### config.mk
export PLATFORM = sky130hd
export DESIGN_NAME = hiscore_ram_arbiter_flat
export DESIGN_NICKNAME = d
export VERILOG_FILES = /design/src/rtl/hiscore_ram_arbiter_if.sv /design/src/rtl/hiscore_ram_arbiter.sv /design/src/flat_wrapper.sv
export SDC_FILE = /design/constraint.sdc
export NUM_CORES = 1
export LEC_CHECK = 0
export CAP_MARGIN = 20
export CORE_UTILIZATION = 40
export CTS_CLUSTER_SIZE = 10
export DETAILED_ROUTE_END_ITERATION = 10
export PLACE_DENSITY = 0.62
export REMOVE_ABC_BUFFERS = 1
export SYNTH_ARGS = -nofsm -noshare
export SYNTH_HDL_FRONTEND = slang
export SYNTH_SLANG_ARGS = --single-unit
### constraint.sdc
create_clock -name clk -period 2.6 [get_ports clk]
set_clock_uncertainty 0.2 [all_clocks]
set_input_delay 0.26 -clock clk [delete_from_list [all_inputs] [get_ports clk]]
set_output_delay 0.26 -clock clk [all_outputs]
set_load 0.01 [all_outputs]
### src/rtl/hiscore_ram_arbiter_if.sv
// Signal bundle between the CPU / hiscore engine side and the hiscore RAM arbiter.
// The slave modport is the arbiter's view; the master modport is the surrounding system's view.
interface hiscore_ram_arbiter_if #(
    parameter int ADDR_W     = 10,
    parameter int DATA_W     = 8,
    parameter int FIFO_DEPTH = 4
);
    localparam int LVL_W = $clog2(FIFO_DEPTH) + 1;

    logic              cpu_cs;
    logic [ADDR_W-1:0] cpu_addr;
    logic [DATA_W-1:0] cpu_dout;
    logic              cpu_we;
    logic              cpu_wait;
    logic [ADDR_W-1:0] hs_addr;
    logic [DATA_W-1:0] hs_data;
    logic              hs_write;
    logic              hs_upload;
    logic [DATA_W-1:0] hs_din;
    logic [ADDR_W-1:0] ram_addr;
    logic [DATA_W-1:0] ram_din;
    logic              ram_we;
    logic [DATA_W-1:0] ram_dout;
    logic [LVL_W-1:0]  fifo_level;
    logic              overflow;

    modport slave (
        input  cpu_cs, cpu_addr, cpu_dout, cpu_we,
        input  hs_addr, hs_data, hs_write, hs_upload,
        input  ram_dout,
        output cpu_wait, hs_din,
        output ram_addr, ram_din, ram_we,
        output fifo_level, overflow
    );

    modport master (
        output cpu_cs, cpu_addr, cpu_dout, cpu_we,
        output hs_addr, hs_data, hs_write, hs_upload,
        output ram_dout,
        input  cpu_wait, hs_din,
        input  ram_addr, ram_din, ram_we,
        input  fifo_level, overflow
    );
endinterface

### src/rtl/hiscore_ram_arbiter.sv
// Shares the game work-RAM port between the CPU and the hiscore engine: restore writes are
// queued and retired in CPU-free cycles (or forced after a starvation timeout); upload reads use idle slots.
module hiscore_ram_arbiter #(
    parameter int ADDR_W     = 10,
    parameter int DATA_W     = 8,
    parameter int FIFO_DEPTH = 4,
    parameter int MAX_WAIT   = 8,
    parameter int READ_LAT   = 1
) (
    input  logic                clk,
    input  logic                reset_n,
    hiscore_ram_arbiter_if.slave bus
);
    localparam int PTR_W = $clog2(FIFO_DEPTH);
    localparam int CNT_W = $clog2(MAX_WAIT + 1);
    localparam logic [CNT_W-1:0] WAIT_MAX = CNT_W'(MAX_WAIT);
    localparam logic [CNT_W-1:0] CNT_ONE  = CNT_W'(1);
    localparam logic [PTR_W:0]   PTR_ONE  = (PTR_W + 1)'(1);

    typedef enum logic [2:0] {
        GNT_IDLE,
        GNT_STALL,
        GNT_CPU,
        GNT_WRITE,
        GNT_READ
    } grant_e;

    typedef struct packed {
        logic [ADDR_W-1:0] addr;
        logic [DATA_W-1:0] data;
    } entry_t;

    entry_t              r_mem [FIFO_DEPTH];
    logic [PTR_W:0]      r_wptr;
    logic [PTR_W:0]      r_rptr;
    logic [CNT_W-1:0]    r_wait_cnt;
    logic [READ_LAT-1:0] r_rd_pipe;
    logic [DATA_W-1:0]   r_hs_din;
    logic                r_overflow;

    grant_e w_grant;
    entry_t w_head;
    logic   w_empty;
    logic   w_full;
    logic   w_pop;
    logic   w_push;
    logic   w_read;
    logic   w_drop;

    // The extra pointer MSB tells a full queue (MSBs differ) from an empty one (MSBs equal).
    assign w_empty = (r_wptr == r_rptr);
    assign w_full  = (r_wptr[PTR_W] != r_rptr[PTR_W]) &&
                     (r_wptr[PTR_W-1:0] == r_rptr[PTR_W-1:0]);
    assign w_head  = r_mem[r_rptr[PTR_W-1:0]];

    always_comb begin
        w_grant = GNT_IDLE;
        if (!w_empty && r_wait_cnt == WAIT_MAX) begin
            w_grant = GNT_STALL;
        end else if (bus.cpu_cs) begin
            w_grant = GNT_CPU;
        end else if (!w_empty) begin
            w_grant = GNT_WRITE;
        end else if (bus.hs_upload) begin
            w_grant = GNT_READ;
        end
    end

    assign w_pop  = reset_n && (w_grant == GNT_STALL || w_grant == GNT_WRITE);
    assign w_read = reset_n && (w_grant == GNT_READ);
    // A full queue still accepts a request in a cycle that also retires its head.
    assign w_push = reset_n && bus.hs_write && (!w_full || w_pop);
    assign w_drop = bus.hs_write && w_full && !w_pop;

    // NOTE: every signal written here gets a default first, so no path can infer a latch.
    always_comb begin
        bus.ram_addr = bus.cpu_addr;
        bus.ram_din  = bus.cpu_dout;
        bus.ram_we   = 1'b0;
        bus.cpu_wait = 1'b0;
        unique case (w_grant)
            GNT_STALL: begin
                bus.ram_addr = w_head.addr;
                bus.ram_din  = w_head.data;
                bus.ram_we   = 1'b1;
                bus.cpu_wait = 1'b1;
            end
            GNT_CPU: begin
                bus.ram_we = bus.cpu_we;
            end
            GNT_WRITE: begin
                bus.ram_addr = w_head.addr;
                bus.ram_din  = w_head.data;
                bus.ram_we   = 1'b1;
            end
            GNT_READ: begin
                bus.ram_addr = bus.hs_addr;
            end
            default: ;
        endcase
        if (!reset_n) begin
            bus.ram_we   = 1'b0;
            bus.cpu_wait = 1'b0;
        end
    end

    // NOTE: the queue storage is not reset; clearing the pointers is enough to make it read as empty.
    always_ff @(posedge clk) begin
        if (w_push) begin
            r_mem[r_wptr[PTR_W-1:0]] <= '{addr: bus.hs_addr, data: bus.hs_data};
        end
    end

    // NOTE: sequential state uses non-blocking assignments so every register samples pre-edge values.
    always_ff @(posedge clk) begin
        if (!reset_n) begin
            r_wptr     <= '0;
            r_rptr     <= '0;
            r_wait_cnt <= '0;
            r_rd_pipe  <= '0;
            r_hs_din   <= '0;
            r_overflow <= 1'b0;
        end else begin
            if (w_push) begin
                r_wptr <= r_wptr + PTR_ONE;
            end
            if (w_pop) begin
                r_rptr <= r_rptr + PTR_ONE;
            end
            if (w_drop) begin
                r_overflow <= 1'b1;
            end
            if (w_pop || w_empty) begin
                r_wait_cnt <= '0;
            end else if (r_wait_cnt != WAIT_MAX) begin
                r_wait_cnt <= r_wait_cnt + CNT_ONE;
            end
            // Read slot marks travel READ_LAT stages so capture lines up with the RAM's data.
            r_rd_pipe <= (r_rd_pipe << 1) | READ_LAT'(w_read);
            if (r_rd_pipe[READ_LAT-1]) begin
                r_hs_din <= bus.ram_dout;
            end
        end
    end

    assign bus.hs_din     = r_hs_din;
    assign bus.overflow   = r_overflow;
    assign bus.fifo_level = r_wptr - r_rptr;
endmodule

### src/flat_wrapper.sv
// flat-port wrapper written by rule: the top's interface ports become plain ports
module hiscore_ram_arbiter_flat 
#(
    parameter int ADDR_W     = 10,
    parameter int DATA_W     = 8,
    parameter int FIFO_DEPTH = 4,
    parameter int MAX_WAIT   = 8,
    parameter int READ_LAT   = 1
)
  (clk, reset_n, bus_cpu_cs, bus_cpu_addr, bus_cpu_dout, bus_cpu_we, bus_hs_addr, bus_hs_data, bus_hs_write, bus_hs_upload, bus_ram_dout, bus_cpu_wait, bus_hs_din, bus_ram_addr, bus_ram_din, bus_ram_we, bus_fifo_level, bus_overflow);
  hiscore_ram_arbiter_if #(.ADDR_W(ADDR_W), .DATA_W(DATA_W), .FIFO_DEPTH(FIFO_DEPTH)) bus_i ();
  input  logic clk;
  input  logic reset_n;
  input wire logic [$bits(bus_i.cpu_cs)-1:0] bus_cpu_cs;
  input wire logic [$bits(bus_i.cpu_addr)-1:0] bus_cpu_addr;
  input wire logic [$bits(bus_i.cpu_dout)-1:0] bus_cpu_dout;
  input wire logic [$bits(bus_i.cpu_we)-1:0] bus_cpu_we;
  input wire logic [$bits(bus_i.hs_addr)-1:0] bus_hs_addr;
  input wire logic [$bits(bus_i.hs_data)-1:0] bus_hs_data;
  input wire logic [$bits(bus_i.hs_write)-1:0] bus_hs_write;
  input wire logic [$bits(bus_i.hs_upload)-1:0] bus_hs_upload;
  input wire logic [$bits(bus_i.ram_dout)-1:0] bus_ram_dout;
  output wire logic [$bits(bus_i.cpu_wait)-1:0] bus_cpu_wait;
  output wire logic [$bits(bus_i.hs_din)-1:0] bus_hs_din;
  output wire logic [$bits(bus_i.ram_addr)-1:0] bus_ram_addr;
  output wire logic [$bits(bus_i.ram_din)-1:0] bus_ram_din;
  output wire logic [$bits(bus_i.ram_we)-1:0] bus_ram_we;
  output wire logic [$bits(bus_i.fifo_level)-1:0] bus_fifo_level;
  output wire logic [$bits(bus_i.overflow)-1:0] bus_overflow;
  assign bus_i.cpu_cs = bus_cpu_cs;
  assign bus_i.cpu_addr = bus_cpu_addr;
  assign bus_i.cpu_dout = bus_cpu_dout;
  assign bus_i.cpu_we = bus_cpu_we;
  assign bus_i.hs_addr = bus_hs_addr;
  assign bus_i.hs_data = bus_hs_data;
  assign bus_i.hs_write = bus_hs_write;
  assign bus_i.hs_upload = bus_hs_upload;
  assign bus_i.ram_dout = bus_ram_dout;
  assign bus_cpu_wait = bus_i.cpu_wait;
  assign bus_hs_din = bus_i.hs_din;
  assign bus_ram_addr = bus_i.ram_addr;
  assign bus_ram_din = bus_i.ram_din;
  assign bus_ram_we = bus_i.ram_we;
  assign bus_fifo_level = bus_i.fifo_level;
  assign bus_overflow = bus_i.overflow;
  hiscore_ram_arbiter #(.ADDR_W(ADDR_W), .DATA_W(DATA_W), .FIFO_DEPTH(FIFO_DEPTH), .MAX_WAIT(MAX_WAIT), .READ_LAT(READ_LAT)) u_core (.clk(clk), .reset_n(reset_n), .bus(bus_i));
endmodule
==> results.ini <==
[timing]
finalCriticalPeriod_ns = 2.620
grt_setup_unrepaired = true
maxSlewHeadroom_pct = 69.91
setup_viol = 4
slew_viol_final = 0
worst_slack_ns = -0.02022
fmax_ghz = 0.3816
fin_crit_sh_pct = 100.8
hold_viol = 0
worst_slew_pin_slew_ns = 0.4482

[final_layout]
antenna_cells = 0
final_common_cell = edfxtp_1
final_layout_size_suffix_gt1_share_pct = 27.30
most-common-layout-cells = 72 x edfxtp_1, 61 x clkdlybuf4s50_1, 20 x buf_4
nFillCells = 822
nets = 414
multiInputGateArea_um2 = 1430
seqCellArea_um2 = 2610
final_cells = 492
syn2layout_area_growth_pct = 37.24

[outcome]
violations = negative setup slack
status = finished with violations

[synthesis]
synth_cell_type_count = 39
synth.area.top_cells = edfxtp_1 53%, dfxtp_1 11%, mux4_1 10%
yosysSeqAreaShare_pct = 64.28
yosysWarnings = 0
yosysTopAreaCell = edfxtp_1
netlist_area_um2 = 4049
yosys_register_bits = 94
synth_area_per_cell_um2 = 16.94
syn_inst = 239
synth_top_area_share_pct = 53.40

[min_path]
holdCritPathClass = flop to flop
holdPathStages = 2
hp-start = u_core.bus.overflow
hold_end = u_core.bus.overflow

[global_route]
grt_pass1_wl_um = 11990
grt_pass1_vias = 2276
grt_max_degree = 19
antenna_found_initial = 0
grt_overflow = 0
grt_usage_pct = 16.00

[placement]
gp_congestion = 0.7752
io_buffers = 81
place_inst = 463
dpl_worst_slack_ns = -0.1184
dp.final_hpwl_um = 5039

[die]
start_util_pct = 41.42
die_x_um = 102.6
core_um2 = 9774
placement_rows = 36
ioPinCount = 82
die_area_um2 = 10530
die_h_um = 102.6

[power]
p_leak_nw = 2.006
total_power_mw = 3.891
irDropWorstVdd_mv = 0.3113
power.density_nw_per_um2 = 700.2

[clock_network]
cts_tree = built
clockBufferDepth = 2
clock-root-buffer = clkbuf_8
clk_pin_slew_ns = 0.09
clock_sinks = 94
cts_buffers = 9
htreeDepth = 3
hold_buffers = 0
insertion_delay_ns = 0.35

[route]
drtIter0Drc = 59
vias = 2468
drc = 0
wire_per_inst_um = 16.95
firstDrtPassIters = 4
ant_nets = 0
finalWirelength_um = 8338
avgViaCountPerCell = 5.016

[critical_path]
critPathLaunchType = flop
critPathMaxFanout = 5
r2r_slack_ns = 0.43
r2r_start = u_core.r_wptr[0]
regToRegEndpoint = u_core.r_mem[3][1]
cp.arrival_ns = 2.16
end_kind = primary output
required_ns = 2.14
r2r_cells = 8
criticalPathCategory = flop to primary output

[run]
maxCapViolCount = 0

## Yosys cell counts
cell,count
o21ai_0,1
xor2_1,2
ha_1,9
clkbuf_1,4
xnor2_1,5
a221o_1,10
and2_1,13
nand2b_1,1
a21boi_0,1
dfxtp_1,22
fa_1,1
mux4_1,16
and3b_1,1
nand4_1,1
nor2b_1,9
buf_2,3
nor4_2,1
and3_1,1
buf_4,1
a21boi_1,2
nor2_1,5
or4_1,1
buf_12,1
nand2_1,11
and4_1,4
mux2i_1,10
o31ai_2,1
o2bb2ai_1,1
nor2_2,1
a2bb2oi_2,1
mux4_2,2
inv_1,9
nand3b_1,1
o311ai_0,1
nand3_1,3
mux2_2,8
and2_0,2
buf_6,1
edfxtp_1,72
## cell type report
class / instances / area share [%]
clock inverter: 6 / 1.689
inverter: 9 / 0.6080
clock buffer: 10 / 2.297
tap: 133 / 2.995
multi-input combinational: 127 / 25.74
sequential: 94 / 46.97
timing repair buffer: 113 / 19.70
## report_power, final
group | total (mW) | internal, mW | switching (mW)
combinational | 1.13 | 0.662 | 0.470
clock | 1.05 | 0.550 | 0.498
sequential | 1.71 | 1.68 | 0.0332
total | 3.89 | 2.89 | 1.00
## worst max path at each step
stage | from | endpoint
final | u_core.r_wptr[0] | bus_ram_addr[9]
after floorplan | u_core.r_wptr[0] | bus_ram_addr[0]
after detailed placement | bus_cpu_cs | bus_ram_addr[7]
after CTS | u_core.r_rptr[1] | bus_ram_addr[7]
after global routing | u_core.r_rptr[1] | bus_ram_addr[9]
after global placement | bus_cpu_cs | bus_ram_addr[2]
## timing repair
action / 4_1_cts / 5_1_grt
endpoints found under the setup margin: 18 / 19
resized for setup: 74 / 23
gates cloned: 2 / 2
setup buffers: 10 / 3
pin swaps: 5 / 6
## registers in the layout, indices dropped and copies added (netlist names), named ones only
name	count
u_core.r_mem	72
u_core.r_rd_pipe	1
u_core.bus.hs_din	8
u_core.r_wptr	3
u_core.r_wait_cnt	4
u_core.r_rptr	3
u_core.bus.overflow	1
## kinds of logic after synthesis
group,after synthesis,synth area share (%)
buffers and inverters,19,2.534
multiplexers,36,16.19
flip-flops,94,64.28
AND/OR/NAND/NOR,55,7.942
adder cells (fa/ha/maj),10,3.276
XOR/XNOR,7,1.514
AO/OA/AOI/OAI,18,4.264
## per-layer routing
metal / wire length [um] / GRT usage (%) / vias to the layer above
li1: - / - / 1173
met1: 3653 / 20.32 / 1209
met2: 4141 / 27.23 / 76
met3: 422 / 2.712 / 10
met4: 121 / 6.593 / 0
met5: 0 / 0 / -
## worst max-delay path, stage by stage (launching register included)
cell     delay, ns
dfxtp_2       0.34
inv_2         0.05
ha_4          0.28
nand2_4       0.06
buf_6         0.12
nor4_4        0.26
buf_6         0.17
nor2_4        0.06
a221o_1       0.31
buf_2         0.14
## metrics by stage
| stage | hold slack (ns) | TNS (ns) | util (%) | area, um^2 |
|---|---|---|---|---|
| 2_1_floorplan | 0.1589 | 0 | - | 3980 |
| 3_3_place_gp | 0.2389 | -0.6351 | 52.76 | 5157 |
| 3_5_place_dp | 0.2468 | -1.050 | 52.76 | 5157 |
| 4_1_cts | 0.2673 | 0 | 56.69 | 5542 |
| 5_1_grt | 0.3193 | -0.9467 | 56.85 | 5557 |
| 6_report | 0.2679 | -0.04358 | 56.85 | 5557 |
(Power assumes the default switching activity.)
